==> config.mk <==
export PLATFORM = sky130hd
export DESIGN_NAME = icache_fill_fsm_flat
export DESIGN_NICKNAME = d
export VERILOG_FILES = /design/src/rtl/icache_fill_fsm_if.sv /design/src/rtl/icache_fill_fsm.sv /design/src/flat_wrapper.sv
export SDC_FILE = /design/constraint.sdc
export NUM_CORES = 1
export LEC_CHECK = 0
export CAP_MARGIN = 15
export CELL_PAD_IN_SITES_DETAIL_PLACEMENT = 1
export CELL_PAD_IN_SITES_GLOBAL_PLACEMENT = 1
export CORE_ASPECT_RATIO = 2
export CORE_MARGIN = 2
export CORE_UTILIZATION = 24
export CTS_CLUSTER_DIAMETER = 60
export DETAILED_ROUTE_END_ITERATION = 8
export PLACE_DENSITY = 0.81
export SLEW_MARGIN = 20
export SYNTH_ARGS = -nofsm -noshare
export SYNTH_HDL_FRONTEND = slang
export SYNTH_SLANG_ARGS = --single-unit
==> constraint.sdc <==
create_clock -name clk -period 2.6 [get_ports clk]
set_input_delay 0.52 -clock clk [delete_from_list [all_inputs] [get_ports clk]]
set_output_delay 0.52 -clock clk [all_outputs]
set_load 0.02 [all_outputs]
==> src/rtl/icache_fill_fsm_if.sv <==
// icache_fill_fsm_if: signal bundle between the cache miss path, main memory and the fill engine
// Ports (master = fill engine, slave = cache/memory side):
//   miss_detected, miss_address           cache miss request
//   memory_data_valid, memory_data        in-order memory return
//   fsm_busy                              fetch stall
//   mem_read, memory_address              memory read request
//   write_data_array, fill_word           data array write strobe and word slot
//   write_tag_array, fill_tag, fill_done  tag write and fill completion
//   crit_valid                            first returned word (ICACHE_CRITICAL_WORD_FIRST_EN only)
interface icache_fill_fsm_if #(
    parameter int WORDS = 8
);
    logic                       miss_detected;
    logic [15:0]                miss_address;
    logic                       memory_data_valid;
    logic [15:0]                memory_data;
    logic                       fsm_busy;
    logic                       mem_read;
    logic [15:0]                memory_address;
    logic                       write_data_array;
    logic [$clog2(WORDS)-1:0]   fill_word;
    logic                       write_tag_array;
    logic [15:0]                fill_tag;
    logic                       fill_done;
`ifdef ICACHE_CRITICAL_WORD_FIRST_EN
    logic                       crit_valid;
`endif

    modport master (
        input  miss_detected, miss_address, memory_data_valid, memory_data,
        output fsm_busy, mem_read, memory_address, write_data_array, fill_word,
               write_tag_array, fill_tag, fill_done
`ifdef ICACHE_CRITICAL_WORD_FIRST_EN
        , crit_valid
`endif
    );

    modport slave (
        output miss_detected, miss_address, memory_data_valid, memory_data,
        input  fsm_busy, mem_read, memory_address, write_data_array, fill_word,
               write_tag_array, fill_tag, fill_done
`ifdef ICACHE_CRITICAL_WORD_FIRST_EN
        , crit_valid
`endif
    );
endinterface

==> src/rtl/icache_fill_fsm.sv <==
// icache_fill_fsm: instruction cache miss engine that refills one block from pipelined memory
// Ports: clk, rst_n (async active-low), bus (icache_fill_fsm_if.master: miss in, memory
//   request/return, data/tag array write strobes, fsm_busy stall, fill_done pulse).
// Optional macro ICACHE_CRITICAL_WORD_FIRST_EN: start the fill at the missing word, wrap
//   modulo WORDS, and pulse crit_valid with the first data array write.
module icache_fill_fsm #(
    parameter int MEM_LAT = 4,
    parameter int WORDS   = 8
) (
    input logic               clk,
    input logic               rst_n,
    icache_fill_fsm_if.master bus
);
    localparam int W = $clog2(WORDS);
    localparam logic [15:0] BLK_MASK = ~16'(2 * WORDS - 1);

    if (MEM_LAT < 1 || WORDS < 2 || (WORDS & (WORDS - 1)) != 0) begin : g_bad_cfg
        $error("icache_fill_fsm: MEM_LAT must be >= 1 and WORDS a power of two >= 2");
    end

    typedef enum logic {IDLE, FILL} state_t;

    state_t         state_q, state_d;
    logic [W:0]     issue_cnt_q, issue_cnt_d;
    logic [W-1:0]   recv_cnt_q, recv_cnt_d;
    logic [15:0]    tag_q, tag_d;
    logic [W-1:0]   issue_word, recv_word;
    logic           issuing, recv, last;
`ifdef ICACHE_CRITICAL_WORD_FIRST_EN
    logic [W-1:0]   start_q, start_d;
`endif

    always_comb begin
        issuing = state_q == FILL && issue_cnt_q < (W + 1)'(WORDS);
        // a return is only accepted for a word already issued, so early or surplus beats write nothing
        recv = state_q == FILL && bus.memory_data_valid && {1'b0, recv_cnt_q} < issue_cnt_q;
        last = recv && recv_cnt_q == W'(WORDS - 1);
`ifdef ICACHE_CRITICAL_WORD_FIRST_EN
        issue_word = issue_cnt_q[W-1:0] + start_q;
        recv_word = recv_cnt_q + start_q;
        start_d = start_q;
`else
        issue_word = issue_cnt_q[W-1:0];
        recv_word = recv_cnt_q;
`endif
        state_d = state_q;
        issue_cnt_d = issue_cnt_q;
        recv_cnt_d = recv_cnt_q;
        tag_d = tag_q;
        if (state_q == IDLE) begin
            if (bus.miss_detected) begin
                state_d = FILL;
                tag_d = bus.miss_address & BLK_MASK;
`ifdef ICACHE_CRITICAL_WORD_FIRST_EN
                start_d = bus.miss_address[W:1];
`endif
            end
        end else begin
            issue_cnt_d = issue_cnt_q + (W + 1)'(issuing);
            recv_cnt_d = recv_cnt_q + W'(recv);
            if (last) begin
                state_d = IDLE;
                issue_cnt_d = '0;
                recv_cnt_d = '0;
            end
        end
    end

    always_ff @(posedge clk or negedge rst_n) begin
        if (!rst_n) begin
            state_q <= IDLE;
            issue_cnt_q <= '0;
            recv_cnt_q <= '0;
            tag_q <= '0;
`ifdef ICACHE_CRITICAL_WORD_FIRST_EN
            start_q <= '0;
`endif
        end else begin
            state_q <= state_d;
            issue_cnt_q <= issue_cnt_d;
            recv_cnt_q <= recv_cnt_d;
            tag_q <= tag_d;
`ifdef ICACHE_CRITICAL_WORD_FIRST_EN
            start_q <= start_d;
`endif
        end
    end

    assign bus.fsm_busy = state_q == FILL;
    assign bus.mem_read = issuing;
    assign bus.memory_address = issuing ? tag_q + {{(15 - W){1'b0}}, issue_word, 1'b0} : 16'h0;
    assign bus.write_data_array = recv;
    assign bus.fill_word = recv_word;
    assign bus.write_tag_array = last;
    assign bus.fill_tag = tag_q;
    assign bus.fill_done = last;
`ifdef ICACHE_CRITICAL_WORD_FIRST_EN
    assign bus.crit_valid = recv && recv_cnt_q == '0;
`endif
endmodule

==> src/flat_wrapper.sv <==
// flat-port wrapper written by rule: the top's interface ports become plain ports
module icache_fill_fsm_flat 
#(
    parameter int MEM_LAT = 4,
    parameter int WORDS   = 8
)
  (clk, rst_n, bus_miss_detected, bus_miss_address, bus_memory_data_valid, bus_memory_data, bus_fsm_busy, bus_mem_read, bus_memory_address, bus_write_data_array, bus_fill_word, bus_write_tag_array, bus_fill_tag, bus_fill_done);
  icache_fill_fsm_if #(.WORDS(WORDS)) bus_i ();
  input logic clk;
  input logic rst_n;
  input wire logic [$bits(bus_i.miss_detected)-1:0] bus_miss_detected;
  input wire logic [$bits(bus_i.miss_address)-1:0] bus_miss_address;
  input wire logic [$bits(bus_i.memory_data_valid)-1:0] bus_memory_data_valid;
  input wire logic [$bits(bus_i.memory_data)-1:0] bus_memory_data;
  output wire logic [$bits(bus_i.fsm_busy)-1:0] bus_fsm_busy;
  output wire logic [$bits(bus_i.mem_read)-1:0] bus_mem_read;
  output wire logic [$bits(bus_i.memory_address)-1:0] bus_memory_address;
  output wire logic [$bits(bus_i.write_data_array)-1:0] bus_write_data_array;
  output wire logic [$bits(bus_i.fill_word)-1:0] bus_fill_word;
  output wire logic [$bits(bus_i.write_tag_array)-1:0] bus_write_tag_array;
  output wire logic [$bits(bus_i.fill_tag)-1:0] bus_fill_tag;
  output wire logic [$bits(bus_i.fill_done)-1:0] bus_fill_done;
  assign bus_i.miss_detected = bus_miss_detected;
  assign bus_i.miss_address = bus_miss_address;
  assign bus_i.memory_data_valid = bus_memory_data_valid;
  assign bus_i.memory_data = bus_memory_data;
  assign bus_fsm_busy = bus_i.fsm_busy;
  assign bus_mem_read = bus_i.mem_read;
  assign bus_memory_address = bus_i.memory_address;
  assign bus_write_data_array = bus_i.write_data_array;
  assign bus_fill_word = bus_i.fill_word;
  assign bus_write_tag_array = bus_i.write_tag_array;
  assign bus_fill_tag = bus_i.fill_tag;
  assign bus_fill_done = bus_i.fill_done;
  icache_fill_fsm #(.MEM_LAT(MEM_LAT), .WORDS(WORDS)) u_core (.clk(clk), .rst_n(rst_n), .bus(bus_i));
endmodule
==> flow_summary.toml, run 1 <==
[synthesis]
synthCells = 96
yosys.area.top_type = "dfrtp_1"
synth_cell_types = 20
synth.top_cell.area_share = 0.473
synth.cell_area_mm2 = 0.00106
yosysSeqAreaShare = 0.473
synthTopCellsByArea = "dfrtp_1 (47%), mux2_2 (13%), and2_1 (8.3%)"
synth_warnings = 0
ys_ff_latch = 20
avgSynthCellArea_um2 = 11.0

[timing]
relSlewSlack = 0.389
rsz0062_at_grt = "no"
skew_ps = 4.80
hold_violations = 0
worstMarginPinSlew_ps = 914
drv_slew = 0
setup_ws_ps = 145
setup_violations = 0
fin_crit_sh = 0.944
max_freq_ghz = 0.407
fin_crit_ps = 2450
tns_ps = 0

[worst_setup_path]
cpLargestDelayFamily = "buffers and inverters"
crit_required_ps = 2080
timing.critical_path.buf_inv = 2
path_cells = "nor2b_1 -> buf_4 -> ha_1 -> clkdlybuf4s50_1"
crit_fanout = 8
start_kind = "register"
slowest_delay_ps = 630
arrival_ps = 1930
end_kind = "output port"
slowest_stage = "clkdlybuf4s50_1"
critical_path_class = "register to output port"

[place]
io_buffer_count = 50
place_hpwl_mm = 2.50
pre_cts_slack_ps = 19.0
dp_cells = 202
place_congestion = 0.823

[cts]
clkTransAtPathRegs_ps = 70
cts-buffers-inserted = 3
root_buffer = "clkbuf_8"
clock_path_buffers = 2
cts_tree = "done"
ctsHtreeMaxLevel = 1
cts.sinks = 20
clk_latency_ps = 250

[cells_and_area]
seq_area_um2 = 500
final_nets = 196
multi_input_area_um2 = 487
fin_util = 0.388
area_growth_pct = 57.8
num-fill-cells = 486
layout-drive-gt1-share = 0.178
n_antenna_cell = 0
final_cells = 206

[die]
ios = 76
core-area_mm2 = 0.00430
initial_core_util = 0.246
fp-row-count = 34
die_w_um = 50.9
dieHeight_um = 97.9
die_area_mm2 = 0.00498

[status]
status = "completed"

[power_and_ir_drop]
ir_drop_uv = 675
power_leakage_nw = 0.730
power_w = 0.00237
powerDensity_mw_per_mm2 = 1420

[drt]
initialDrtViolationCount = 9
vias = 912
drc = 0
first_pass_iters = 2
wire_per_inst_um = 14.4
routed_via_density = 4.43
drt_wl_total_mm = 2.96
ant_nets = 0

[global_routing]
grt_overflow = 0
grtUsageTotal = 0.130
antenna_found_initial = 0
grt_pass1_wl_mm = 4.93
grt_max_degree = 21
grt_pass1_vias = 1042

[run]
drv_cap = 0

[worst_hold_path]
hold_path.class = "register to register"
==> worst reg2reg max path, delay by kind of cell, from the launching register on <==
family	cells	cell delay [ps]
xor gates and xnor gates	1	150
and+or+nand+nor	5	620
DFF	1	450
adders and majority gates	3	680
==> registers in the layout (all words and copies together) (netlist names) <==
signal                count
u_core.bus.fsm_busy       1
u_core.issue_cnt_q        4
u_core.bus.fill_word      3
u_core.bus.fill_tag      12
==> metrics by stage <==
step	hold slack [ps]	area, um2
after floorplan	224	1070
after detailed placement	512	1630
after CTS	529	1680
after global placement	504	1630
final	521	1670
after global routing	554	1670
==> kinds of logic after synthesis <==
group | after synthesis | share of synthesized area
AND/OR/NAND/NOR | 34 | 0.188
flip-flops | 20 | 0.473
buffers and inverters | 15 | 0.0805
multiplexers | 12 | 0.128
adder cells (fa/ha/maj) | 6 | 0.0710
AO/OA/AOI/OAI | 5 | 0.0308
XOR/XNOR | 3 | 0.0249
other | 1 | 0.00355
==> cells in the mapped netlist <==
cell	n
dfrtp_1	20
and2_1	14
mux2_2	12
buf_4	7
nor2_1	7
ha_1	6
inv_1	6
nand2_1	6
o22ai_1	4
buf_2	2
nor2b_1	2
xor2_1	2
conb_1	1
nand3_1	1
nand4_1	1
nor3_4	1
nor3b_1	1
nor4b_2	1
o211ai_1	1
xnor2_1	1
==> worst paths after layout <==
kind / to / slack, ps / depth (start not counted) / startpoint
worst min-delay path: u_core.bus.fill_tag[15] / 520 / 1 / u_core.bus.fill_tag[15]
worst max register to register: u_core.bus.fill_word[2] / 600 / 9 / u_core.bus.fill_word[1]
max in group asynchronous: u_core.bus.fill_tag[7] / 1260 / 1 / rst_n
worst min register to register: u_core.bus.fill_tag[15] / 520 / 1 / u_core.bus.fill_tag[15]
min in group asynchronous: u_core.bus.fill_tag[15] / 780 / 1 / rst_n
worst max-delay path: bus_memory_address[1] / 150 / 4 / u_core.bus.fsm_busy
==> power by group <==
part           internal (W)  leakage, nW  switching, W  total [W]
combinational      0.000785        0.469      0.000776    0.00156
sequential         0.000470        0.239      0.000140   0.000610
clock              0.000103       0.0216     0.0000970   0.000200
total               0.00136        0.730       0.00101    0.00237
==> per-layer routing <==
metal | track usage | share of wire
met5 | 0 | 0
met4 | 0.0832 | 0.042
met3 | 0.0107 | 0.032
met2 | 0.256 | 0.61
met1 | 0.117 | 0.31
==> repair_timing <==
action | CTS | global route
gates resized for setup | 3 | 4
setup endpoints to repair | 3 | 2
hold buffers | 0 | 0
pin swaps | 1 | 0
buffers inserted | 1 | 0
==> cell usage in the layout, fill, tap and decap left out, types with 3 or more instances in the layout <==
| cell type | count |
|---|---|
| inv_1 | 6 |
| conb_1 | 5 |
| o22ai_1 | 4 |
| mux2_2 | 12 |
| clkbuf_8 | 3 |
| nand2_1 | 6 |
| ha_1 | 6 |
| and2_1 | 14 |
| nor2_1 | 7 |
| buf_4 | 8 |
| dfrtp_1 | 20 |
| clkdlybuf4s50_1 | 47 |
==> final cells by class <==
class                           instances  share of cell area
Multi-Input combinational cell         65               0.292
Clock buffer                            3              0.0248
Timing Repair Buffer                   58               0.329
Tap cell                               54              0.0405
Sequential cell                        20               0.300
Inverter                                6              0.0135
(Power assumes the default switching activity.)
==> run 2, diff against run 1 <==
--- a/config.mk
+++ b/config.mk
@@ -11,9 +11,11 @@
 export CORE_ASPECT_RATIO = 2
 export CORE_MARGIN = 2
 export CORE_UTILIZATION = 24
+export CTS_BUF_LIST = sky130_fd_sc_hd__clkbuf_16
 export CTS_CLUSTER_DIAMETER = 60
 export DETAILED_ROUTE_END_ITERATION = 8
 export PLACE_DENSITY = 0.81
+export SKIP_CTS_REPAIR_TIMING = 1
 export SLEW_MARGIN = 20
 export SYNTH_ARGS = -nofsm -noshare
 export SYNTH_HDL_FRONTEND = slang
==> flow_summary.toml, run 2 (synthesis gave the netlist of run 1 again) <==
[timing]
holdWs_ps = 519
skew_ps = 3.09
worstMarginPinSlew_ps = 917
fin_crit_sh = 0.939
drv_slew = 0
hold_violations = 0
relSlewSlack = 0.387
max_freq_ghz = 0.410
rsz0062_at_grt = "no"
setup_violations = 0
fin_crit_ps = 2440

[cts]
cts.sinks = 20
ctsHtreeMaxLevel = 1
clock_path_buffers = 2
cts-buffers-inserted = 3
cts_tree = "done"
clk_latency_ps = 250
root_buffer = "clkbuf_16"
clkTransAtPathRegs_ps = 50

[drt]
initialDrtViolationCount = 2
first_pass_iters = 2
ant_nets = 0
routed_via_density = 4.41
vias = 904
wire_per_inst_um = 14.6
drt_wl_total_mm = 2.99
drc = 0

[die]
ios = 76
core-area_mm2 = 0.00430
initial_core_util = 0.246
dieHeight_um = 97.9
die_area_mm2 = 0.00498
die_w_um = 50.9
fp-row-count = 34

[power_and_ir_drop]
power_leakage_nw = 0.791
powerDensity_mw_per_mm2 = 1450
ir_drop_uv = 578

[worst_setup_path]
critical_path_class = "register to output port"
cpLargestDelayFamily = "buffers and inverters"
start_kind = "register"
timing.critical_path.buf_inv = 2
arrival_ps = 1920
end_kind = "output port"
slowest_delay_ps = 630
slowest_stage = "clkdlybuf4s50_1"
crit_required_ps = 2080
crit_fanout = 8
path_cells = "nor2b_1 -> buf_4 -> ha_1 -> clkdlybuf4s50_1"

[cells_and_area]
area_growth_pct = 63.3
final_common_cell = "clkdlybuf4s50_1"
largest_reg_flops = 12
fin_util = 0.402
layout-drive-gt1-share = 0.166
mostFrequentLayoutCells = "clkdlybuf4s50_1 (47), dfrtp_1 (20), and2_1 (14)"
n_antenna_cell = 0
final_nets = 195
final_cells = 205

[global_routing]
grt_overflow = 0
grt_pass1_wl_mm = 4.92
grtUsageTotal = 0.131
antenna_found_initial = 0
grt_pass1_vias = 1043
grt_max_degree = 21

[run]
drv_cap = 0

[place]
io_buffer_count = 50
dp_cells = 202
place_congestion = 0.823
place_hpwl_mm = 2.50

[status]
status = "completed"

[worst_hold_path]
hold_path.class = "register to register"
## run 2: where the power goes
group	switching, W	internal (W)
clock	0.000106	0.000202
sequential	0.000145	0.000471
combinational	0.000783	0.000799
## run 2: routing by layer
layer,global-route usage,part of all wire
met5,0,0
met4,0.0956,0.041
met3,0.0122,0.038
met2,0.256,0.62
met1,0.114,0.30
## run 2: path summary, 6_finish.rpt
kind,from,to,slack [ps],cells after the start
min reg2reg,u_core.bus.fill_tag[15],u_core.bus.fill_tag[15],520,1
max in group asynchronous,rst_n,u_core.bus.fill_tag[7],1250,1
max,u_core.bus.fsm_busy,bus_memory_address[1],160,4
min,u_core.bus.fill_tag[15],u_core.bus.fill_tag[15],520,1
min in group asynchronous,rst_n,u_core.bus.fill_tag[13],790,1
max reg2reg,u_core.bus.fill_word[1],u_core.bus.fill_word[2],580,9
## run 2: cell type report
type | count | area, um2
clock buffer | 3 | 75.1
fill | 480 | 2570
inverter | 6 | 22.5
multi-input combinational | 65 | 500
sequential | 20 | 500
tap | 54 | 67.6
timing repair buffer | 57 | 561
## run 2: worst register-to-register path, stage by stage (launching register included)
cell,delay [ps]
dfrtp_1,440
ha_1,310
nor2_1,60
nor4b_4,330
nor2_1,110
ha_1,200
ha_1,170
nand2_1,80
xor2_1,150
nor2_1,60
## run 2: through the flow
step / setup TNS [ps] / instance area [um2] / total power (W) / setup WS (ps)
after floorplan: 0 / 1070 / 0.00143 / 383
after global placement: 0 / 1630 / 0.00210 / 42.0
after detailed placement: 0 / 1630 / 0.00220 / 19.0
after CTS: -414 / 1710 / 0.00252 / -174
after global routing: 0 / 1730 / 0.00267 / 27.4
final: 0 / 1730 / 0.00251 / 158
